$ cat src/rtl/alu_seq.sv
// alu_seq: registered ALU (AND/OR/NOR/ADD/SUB/SLT single-cycle, MULLO/MULHI shift-add) with start/ready/done handshake
// Ports: clk_i clock, rst_i async active-high reset, start_i/ctrl_i/src1_i/src2_i request sampled on accept,
//        ready_o idle, done_o one-cycle result pulse, result_o/zero_o/cout_o/overflow_o result and flags
module alu_seq #(
    parameter int WIDTH = 32
) (
    input  logic             clk_i,
    input  logic             rst_i,
    input  logic             start_i,
    input  logic [3:0]       ctrl_i,
    input  logic [WIDTH-1:0] src1_i,
    input  logic [WIDTH-1:0] src2_i,
    output logic             ready_o,
    output logic             done_o,
    output logic [WIDTH-1:0] result_o,
    output logic             zero_o,
    output logic             cout_o,
    output logic             overflow_o
);
    localparam int CW = $clog2(WIDTH);
    typedef enum logic {IDLE, MUL} state_t;
    state_t             r_state;
    logic [CW-1:0]      r_cnt;
    logic [2*WIDTH-1:0] r_mcand, r_acc, w_acc_nxt;
    logic [WIDTH-1:0]   r_mplier, w_b, w_res;
    logic [WIDTH:0]     w_sum;
    logic               r_hi, w_sub, w_ovf, w_cout, w_v, w_is_mul;
    always_comb begin
        w_sub     = ctrl_i == 4'b0110 || ctrl_i == 4'b0111;
        w_b       = w_sub ? ~src2_i : src2_i;
        w_sum     = {1'b0, src1_i} + {1'b0, w_b} + {{WIDTH{1'b0}}, w_sub};
        w_ovf     = (src1_i[WIDTH-1] == w_b[WIDTH-1]) && (w_sum[WIDTH-1] != src1_i[WIDTH-1]);
        // SLT uses sign xor overflow so it stays correct when A-B wraps
        w_res     = ctrl_i == 4'b0000 ? src1_i & src2_i :
                    ctrl_i == 4'b0001 ? src1_i | src2_i :
                    ctrl_i == 4'b1100 ? ~(src1_i | src2_i) :
                    (ctrl_i == 4'b0010 || ctrl_i == 4'b0110) ? w_sum[WIDTH-1:0] :
                    ctrl_i == 4'b0111 ? {{(WIDTH-1){1'b0}}, w_sum[WIDTH-1] ^ w_ovf} : '0;
        w_cout    = (ctrl_i == 4'b0010 || w_sub) && w_sum[WIDTH];
        w_v       = (ctrl_i == 4'b0010 || ctrl_i == 4'b0110) && w_ovf;
        w_is_mul  = ctrl_i == 4'b1000 || ctrl_i == 4'b1001;
        // multiplicand and multiplier shift each step, so bit 0 is multiplier bit[counter]
        w_acc_nxt = r_acc + (r_mplier[0] ? r_mcand : '0);
    end
    assign zero_o = result_o == '0;
    always_ff @(posedge clk_i or posedge rst_i) begin
        if (rst_i) begin
            r_state    <= IDLE;
            r_cnt      <= '0;
            r_mcand    <= '0;
            r_mplier   <= '0;
            r_acc      <= '0;
            r_hi       <= 1'b0;
            ready_o    <= 1'b1;
            done_o     <= 1'b0;
            result_o   <= '0;
            cout_o     <= 1'b0;
            overflow_o <= 1'b0;
        end else begin
            done_o <= 1'b0;
            if (r_state == IDLE && start_i && ready_o) begin
                if (w_is_mul) begin
                    r_mcand  <= {{WIDTH{1'b0}}, src1_i};
                    r_mplier <= src2_i;
                    r_acc    <= '0;
                    r_cnt    <= '0;
                    r_hi     <= ctrl_i[0];
                    r_state  <= MUL;
                    ready_o  <= 1'b0;
                end else begin
                    result_o   <= w_res;
                    cout_o     <= w_cout;
                    overflow_o <= w_v;
                    done_o     <= 1'b1;
                end
            end else if (r_state == MUL) begin
                r_acc    <= w_acc_nxt;
                r_mcand  <= r_mcand << 1;
                r_mplier <= r_mplier >> 1;
                r_cnt    <= r_cnt + 1'b1;
                // last iteration loads the result directly from the final sum
                if (r_cnt == CW'(WIDTH - 1)) begin
                    result_o   <= r_hi ? w_acc_nxt[2*WIDTH-1:WIDTH] : w_acc_nxt[WIDTH-1:0];
                    overflow_o <= !r_hi && (|w_acc_nxt[2*WIDTH-1:WIDTH]);
                    cout_o     <= 1'b0;
                    done_o     <= 1'b1;
                    ready_o    <= 1'b1;
                    r_state    <= IDLE;
                end
            end
        end
    end
endmodule
$ cat config.mk
export PLATFORM = sky130hd
export DESIGN_NAME = alu_seq
export DESIGN_NICKNAME = d
export VERILOG_FILES = /design/src/rtl/alu_seq.sv
export SDC_FILE = /design/constraint.sdc
export NUM_CORES = 1
export LEC_CHECK = 0
export CAP_MARGIN = 15
export CORE_MARGIN = 2
export CORE_UTILIZATION = 35
export CTS_BUF_LIST = sky130_fd_sc_hd__clkbuf_4
export DETAILED_ROUTE_END_ITERATION = 7
export PLACE_DENSITY = 0.54
export SYNTH_ARGS = -nofsm -noshare
export SYNTH_HDL_FRONTEND = slang
export SYNTH_SLANG_ARGS = --single-unit
$ cat constraint.sdc
create_clock -name clk_i -period 6.3 [get_ports clk_i]
set_input_delay 1.26 -clock clk_i [delete_from_list [all_inputs] [get_ports clk_i]]
set_output_delay 1.26 -clock clk_i [all_outputs]
set_load 0.02 [all_outputs]
==> qor.csv, run 1 <==
stage,metric,value,unit
run,cap_violations,0,
synth,ys_top_cells_by_area,"dfrtp_1, ha_1, a22o_1",
grt,grt-ovfl-total,0,
drt,drt_iter0_markers,1162,
setup_path,critPathKind,reg2reg,
timing,tightestPinTransition,1.174,ns
synth,async_flop_share,100.0,%
clock_network,cts_resized,0,
drt,viasPerCell,5.781,
synth,syn-num-nets,2039,
drt,ant_nets,0,
synth,synth-main-ff-cell,dfrtp_1,
finish,layout_commonest_cell,dfrtp_1,
drt,dr_total_vias,14970,
min_path,hold-path-cell-count,2,
grt,groute.usage.overall,23.81,%
clock_network,htreeDepth,2,
floorplan,initial_core_util,35.24,%
power_and_ir_drop,powerDensity,316.2,nW/um2
timing,period_needed,5.282,ns
setup_path,cp_max_fo,65,
finish,layout_common_cells,"dfrtp_1, nand2_1, o21ai_0, a21oi_1, clkdlybuf4s50_1",
finish,nets,2115,
power_and_ir_drop,p_leak,8.174,nW
clock_network,hold_buffers,0,
floorplan,fp-row-count,78,
synth,yosysWarnings,0,
synth,ys_seq_elements,203,
clock_network,post-cts-setup-buffers,0,
floorplan,dieHeight,217.1,um
clock_network,clock_sinks,203,
timing,hold_violations,0,
min_path,min_path_type,reg2reg,
setup_path,crit_chain,buf_12 -> and2_1 -> ha_1 -> inv_1 -> fa_1 -> nand2b_1 -> a211oi_1 -> o21ai_0 -> a2111oi_0 -> nor4_1 -> o31ai_1 -> xnor2_1 -> o221ai_1 -> nor4_1 -> nand4b_1 -> nor4_1 -> buf_4 -> o31ai_1,
floorplan,pin_count,108,
timing,rsz0062_at_grt,false,
floorplan,core,45090,um2
finish,layout-drive-gt1-share,7.549,%
synth,avgSynthCellArea,8.510,um2
setup_path,cp_top_family,compound AO/OA/AOI/OAI gates,
clock_network,clk_latency,0.85,ns
setup_path,reg2reg_depth,18,
setup_path,endpoint_kind,flop,
drt,routed_wl,56320,um
setup_path,r2r-start,r_mplier[0],
power_and_ir_drop,ir_drop,0.0001726,V
clock_network,cts_tree,done,
setup_path,cp_num_buf_inv,3,
synth,synth_area,15890,um2
synth,netlist.area_leader.share,31.82,%
synth,synth_edf_count,0,
setup_path,cp_slowest_stage_delay,0.86,ns
setup_path,worstPathRequired,6.98,ns
timing,maxSlewHeadroom,21.73,%
setup_path,arrival,5.96,ns
setup_path,startpoint_type,flop,
grt,grt_pass1_vias,14810,
grt,grt_pass1_wl,87730,um
clock_network,cts-root-buf,clkbuf_4,
min_path,hold_end,r_acc[38],
setup_path,ff2ff_setup_slack,1.02,ns
placed_design,place.detailed.hpwl,41290,um
timing,fin_skew,0.09643,ns
drt,drc,0,
setup_path,r2r_end,overflow_o,
grt,antenna_found_initial,2,
synth,syn_inst,1867,
timing,fin_crit_sh,83.84,%
synth,yosysUniqueCellTypes,88,
min_path,hp-start,r_acc[38],
finish,post-route-util,40.54,%
setup_path,crit_top_cell,nor4_1,
timing,fin_tns_setup,0,ns
clock_network,cts_buffers,58,
timing,clock.fmax,189.3,MHz
clock_network,path_clk_slew,0.07,ns
placed_design,gp_congestion,0.8948,
timing,maxSlewViolCount,0,
clock_network,clockBufferDepth,3,
floorplan,fp.dieW,217.1,um
drt,routedWlPerCell,21.75,um
synth,yosys.area.top_type,dfrtp_1,
drt,drt_first_pass_iters,6,
finish,synthToLayoutAreaGrowth,15.05,%
timing,setup_violations,0,
run_status,status,completed,
setup_path,cp_slowest_cell,a2111oi_0,
synth,yosysSeqAreaShare,31.98,%
placed_design,portBuffers,107,
grt,grt_max_degree,160,
floorplan,dieArea,47110,um2
## cell type report
| class | instances | area, um2 |
|---|---|---|
| clock inverter | 19 | 102.6 |
| timing repair buffer | 131 | 1301 |
| antenna | 2 | 5.005 |
| tap | 600 | 750.7 |
| fill | 4715 | 26810 |
| multi-input combinational | 1491 | 10170 |
| inverter | 58 | 221.5 |
| clock buffer | 85 | 638.1 |
| sequential | 203 | 5085 |
## sequential cells by signal (all words and copies together), names as in the netlist, 5 cells and up
register  count
r_cnt         5
result_o     32
r_mcand      64
r_acc        64
r_mplier     32
## report_power, final
group	total, mW	switching [mW]	internal [mW]	leakage (nW)
clock	1.29	0.639	0.654	0.434
combinational	2.50	1.52	0.980	5.04
sequential	1.99	0.321	1.67	2.70
total	5.78	2.48	3.30	8.17
## synth_stat cells, types with 14 or more instances
library cell  instances
nor2b_1              14
nand4_1              21
a21oi_1             136
xnor2_1              85
a22o_1               92
and3_1               17
buf_2                16
nor4_1               20
ha_1                 99
o21ai_0             149
a21o_1               46
nor3_1               46
inv_1                55
dfrtp_1             202
o31ai_1              18
mux2i_1              42
nand2b_1             16
a31oi_1              20
a222oi_1             25
a211oi_1             18
xor2_1               25
or3_1                14
nand2_1             189
and2_1               74
nor2_1               99
nand3_1              40
clkbuf_1             88
o21bai_1             18
## logic make-up (layout without fill, tap and decap cells)
family | Yosys count | after routing | synth area share [%]
buffers and inverters | 173 | 293 | 4.245
XOR/XNOR | 110 | 110 | 6.064
adder cells (fa/ha/maj) | 107 | 107 | 8.427
other | 0 | 2 | 0
flip-flops | 203 | 203 | 31.98
AND/OR/NAND/NOR | 572 | 572 | 17.60
AO/OA/AOI/OAI | 654 | 654 | 28.61
multiplexers | 48 | 48 | 3.071
## worst reg2reg max path, cell delays in order, from the launching register on
cell	delay, ns
dfrtp_1	0.37
buf_12	0.25
and2_1	0.20
ha_1	0.19
inv_1	0.06
fa_1	0.42
nand2b_1	0.21
a211oi_1	0.35
o21ai_0	0.29
a2111oi_0	0.86
nor4_1	0.14
o31ai_1	0.31
xnor2_1	0.29
o221ai_1	0.25
nor4_1	0.24
nand4b_1	0.14
nor4_1	0.30
buf_4	0.19
o31ai_1	0.08
## worst max-delay path by stage
stage,endpoint,cells past startpoint,slack [ns],start
2_1_floorplan,result_o[26],18,1.34,ctrl_i[1]
3_3_place_gp,overflow_o,17,0.58,ctrl_i[1]
3_5_place_dp,overflow_o,17,0.45,ctrl_i[1]
4_1_cts,overflow_o,18,1.08,r_mplier[0]
5_1_grt,overflow_o,18,0.77,r_mplier[0]
6_report,overflow_o,18,1.02,r_mplier[0]
## routing by layer
layer	vias to the layer above	GRT usage, %	wire (um)
met3	89	3.802	2975
met4	2	6.849	1164
met2	438	38.35	26160
li1	7149	-	-
met1	7289	32.93	26010
met5	-	0	13
## per-stage QoR
step                instance area (um2)  power (mW)  hold WS [ns]  std cells  setup slack [ns]
finish                            18280       5.780        0.4887       2589             1.018
CTS                               18270       5.831        0.4892       2587             1.082
floorplan                         15890       3.540        0.4496       1867             1.344
global route                      18280       6.182        0.5124       2589            0.7654
detailed placement                17530       4.496        0.4740       2483            0.4542
global placement                  17530       4.470        0.4606       2483            0.5798
No activity file was read; power rests on OpenSTA's default activity.
==> run 2, diff against run 1 <==
clock period = 4.55 ns   (was 6.3 ns; I/O delays follow)
==> qor.csv, run 2 (synthesis results as in run 1) <==
stage,metric,value,unit
floorplan,fp.dieW,217.1,um
clock_network,cts_buffers,61,
drt,routed_wl,57940,um
clock_network,path_clk_slew,0.07,ns
finish,layout_commonest_cell,dfrtp_1,
placed_design,pre_cts_ws,-0.5094,ns
grt,grt_pass1_wl,90270,um
floorplan,initial_core_util,35.24,%
grt,antenna_found_initial,5,
floorplan,dieHeight,217.1,um
setup_path,arrival,5.10,ns
floorplan,dieArea,47110,um2
placed_design,place.detailed.hpwl,43570,um
grt,gr-usage-met3,4.193,%
placed_design,gp_congestion,0.9190,
timing,hold_ws,0.4828,ns
placed_design,placed_cells,2611,
drt,dr_total_vias,15410,
timing,fin_crit_sh,96.20,%
floorplan,fp-row-count,78,
power_and_ir_drop,powerDensity,424.5,nW/um2
run_status,status,completed,
finish,synthToLayoutAreaGrowth,21.95,%
floorplan,core,45090,um2
clock_network,clock_sinks,203,
min_path,min_path_type,reg2reg,
setup_path,cp_slowest_stage_delay,0.45,ns
grt,grtUsageMet1,33.82,%
timing,maxSlewViolCount,0,
setup_path,cp_slowest_cell,a2111o_1,
timing,hold_violations,0,
timing,setup_violations,0,
clock_network,clockBufferDepth,3,
clock_network,cts-root-buf,clkbuf_4,
finish,reg_top3,"r_acc x64, r_mcand x64",
power_and_ir_drop,totalPowerFinal,8.224,mW
timing,fin_tns_setup,0,ns
clock_network,clk_latency,0.86,ns
finish,layout_common_cells,"dfrtp_1, nand2_1, o21ai_0, buf_4, a21oi_1",
drt,drt_iter0_markers,1151,
timing,period_needed,4.377,ns
grt,top_usage_layer,met2,
setup_path,endpoint_kind,flop,
placed_design,portBuffers,107,
setup_path,critPathKind,reg2reg,
drt,drt_first_pass_iters,5,
grt,groute.usage.overall,24.51,%
drt,routedWlPerCell,21.34,um
finish,stdcell_area,19370,um2
setup_path,cp_max_fo,4,
drt,ant_nets,0,
finish,nets,2248,
timing,maxSlewHeadroom,39.19,%
timing,clock.fmax,228.5,MHz
finish,layout-drive-gt1-share,13.69,%
finish,n_fill_cell,4558,
timing,fin_skew,0.08161,ns
grt,grt_pass1_vias,15320,
clock_network,htreeDepth,2,
grt,grt_max_degree,105,
grt,met2_usage,39.31,%
floorplan,pin_count,108,
power_and_ir_drop,p_leak,8.855,nW
power_and_ir_drop,ir_drop,0.0001717,V
run,cap_violations,0,
setup_path,crit_chain,and2_1 -> ha_1 -> inv_1 -> fa_1 -> nand2b_1 -> a211oi_2 -> o21ai_2 -> a2111o_1 -> a31o_2 -> a21oi_2 -> o2111ai_1 -> o311a_1 -> nor4_2 -> buf_4 -> nand3_1 -> nor4_2 -> buf_4 -> o31ai_1,
setup_path,startpoint_type,flop,
drt,viasPerCell,5.676,
finish,stdcell_count,2715,
clock_network,cts_tree,done,
drt,drc,0,
grt,grt-ovfl-total,0,
timing,rsz0062_at_grt,true,
clock_network,hold_buffers,0,
setup_path,worstPathRequired,5.27,ns
timing,finalWorstSetupSlack,0.1729,ns
placed_design,placed_area,18560,um2
timing,tightestPinTransition,0.9102,ns
finish,post-route-util,42.97,%
setup_path,ff2ff_setup_slack,0.17,ns
==> run 2: report_power, final <==
part | switching (mW) | internal [mW] | total, mW | leakage (nW)
sequential | 0.459 | 2.31 | 2.77 | 2.70
combinational | 2.16 | 1.58 | 3.74 | 5.74
clock | 0.883 | 0.835 | 1.72 | 0.416
total | 3.50 | 4.72 | 8.22 | 8.85
==> run 2: repair_timing <==
item | in CTS | in global routing
setup endpoints to repair | 1 | 3
hold endpoints to repair | 0 | 0
gates resized for setup | 4 | 14
gates cloned | 0 | 1
setup buffers | 0 | 1
pin swaps | 0 | 5
==> run 2: cell type report <==
class                           instances  area, um2  share of cell area, %
Clock inverter                         14      58.81                 0.3035
Sequential cell                       203       5086                  26.25
Inverter                               58      221.5                  1.143
Multi-Input combinational cell       1491      10250                  52.89
Tap cell                              600      750.7                  3.875
Timing Repair Buffer                  261       2370                  12.23
Clock buffer                           84      630.6                  3.255
Antenna cell                            4      10.01                0.05166
==> run 2: worst paths after layout <==
path	start	endpoint	cells after the start
min in group asynchronous	rst_i	done_o	2
worst min register to register	r_mplier[3]	r_mplier[3]	2
worst max-delay path	r_mplier[0]	overflow_o	18
worst min-delay path	r_mplier[3]	r_mplier[3]	2
max in group asynchronous	rst_i	r_mplier[24]	3
worst max register to register	r_mplier[0]	overflow_o	18
==> run 2: worst max-delay path: cells and delay by family, from the launching register on <==
kind,cells,cell delay [ns]
buffers and inverters,3,0.41
DFF,1,0.41
AOI/OAI and AO/OA,8,1.88
and+or+nand+nor,5,0.98
adders and majority gates,2,0.59
==> run 2: routing by layer <==
metal	part of all wire, %	routed length (um)	vias to the layer above
met4	2.7	1590	4
met1	46	26910	7445
li1	-	-	7398
met3	5.5	3187	112
met5	0.048	28	-
met2	45	26220	452
==> run 3, diff against run 2 <==
CTS_CLUSTER_SIZE = 28   (was not set)
SLEW_MARGIN = 20   (was not set)
==> results of run 3 <==
The final DEF is identical to that of run 2; final timing and power are the same.
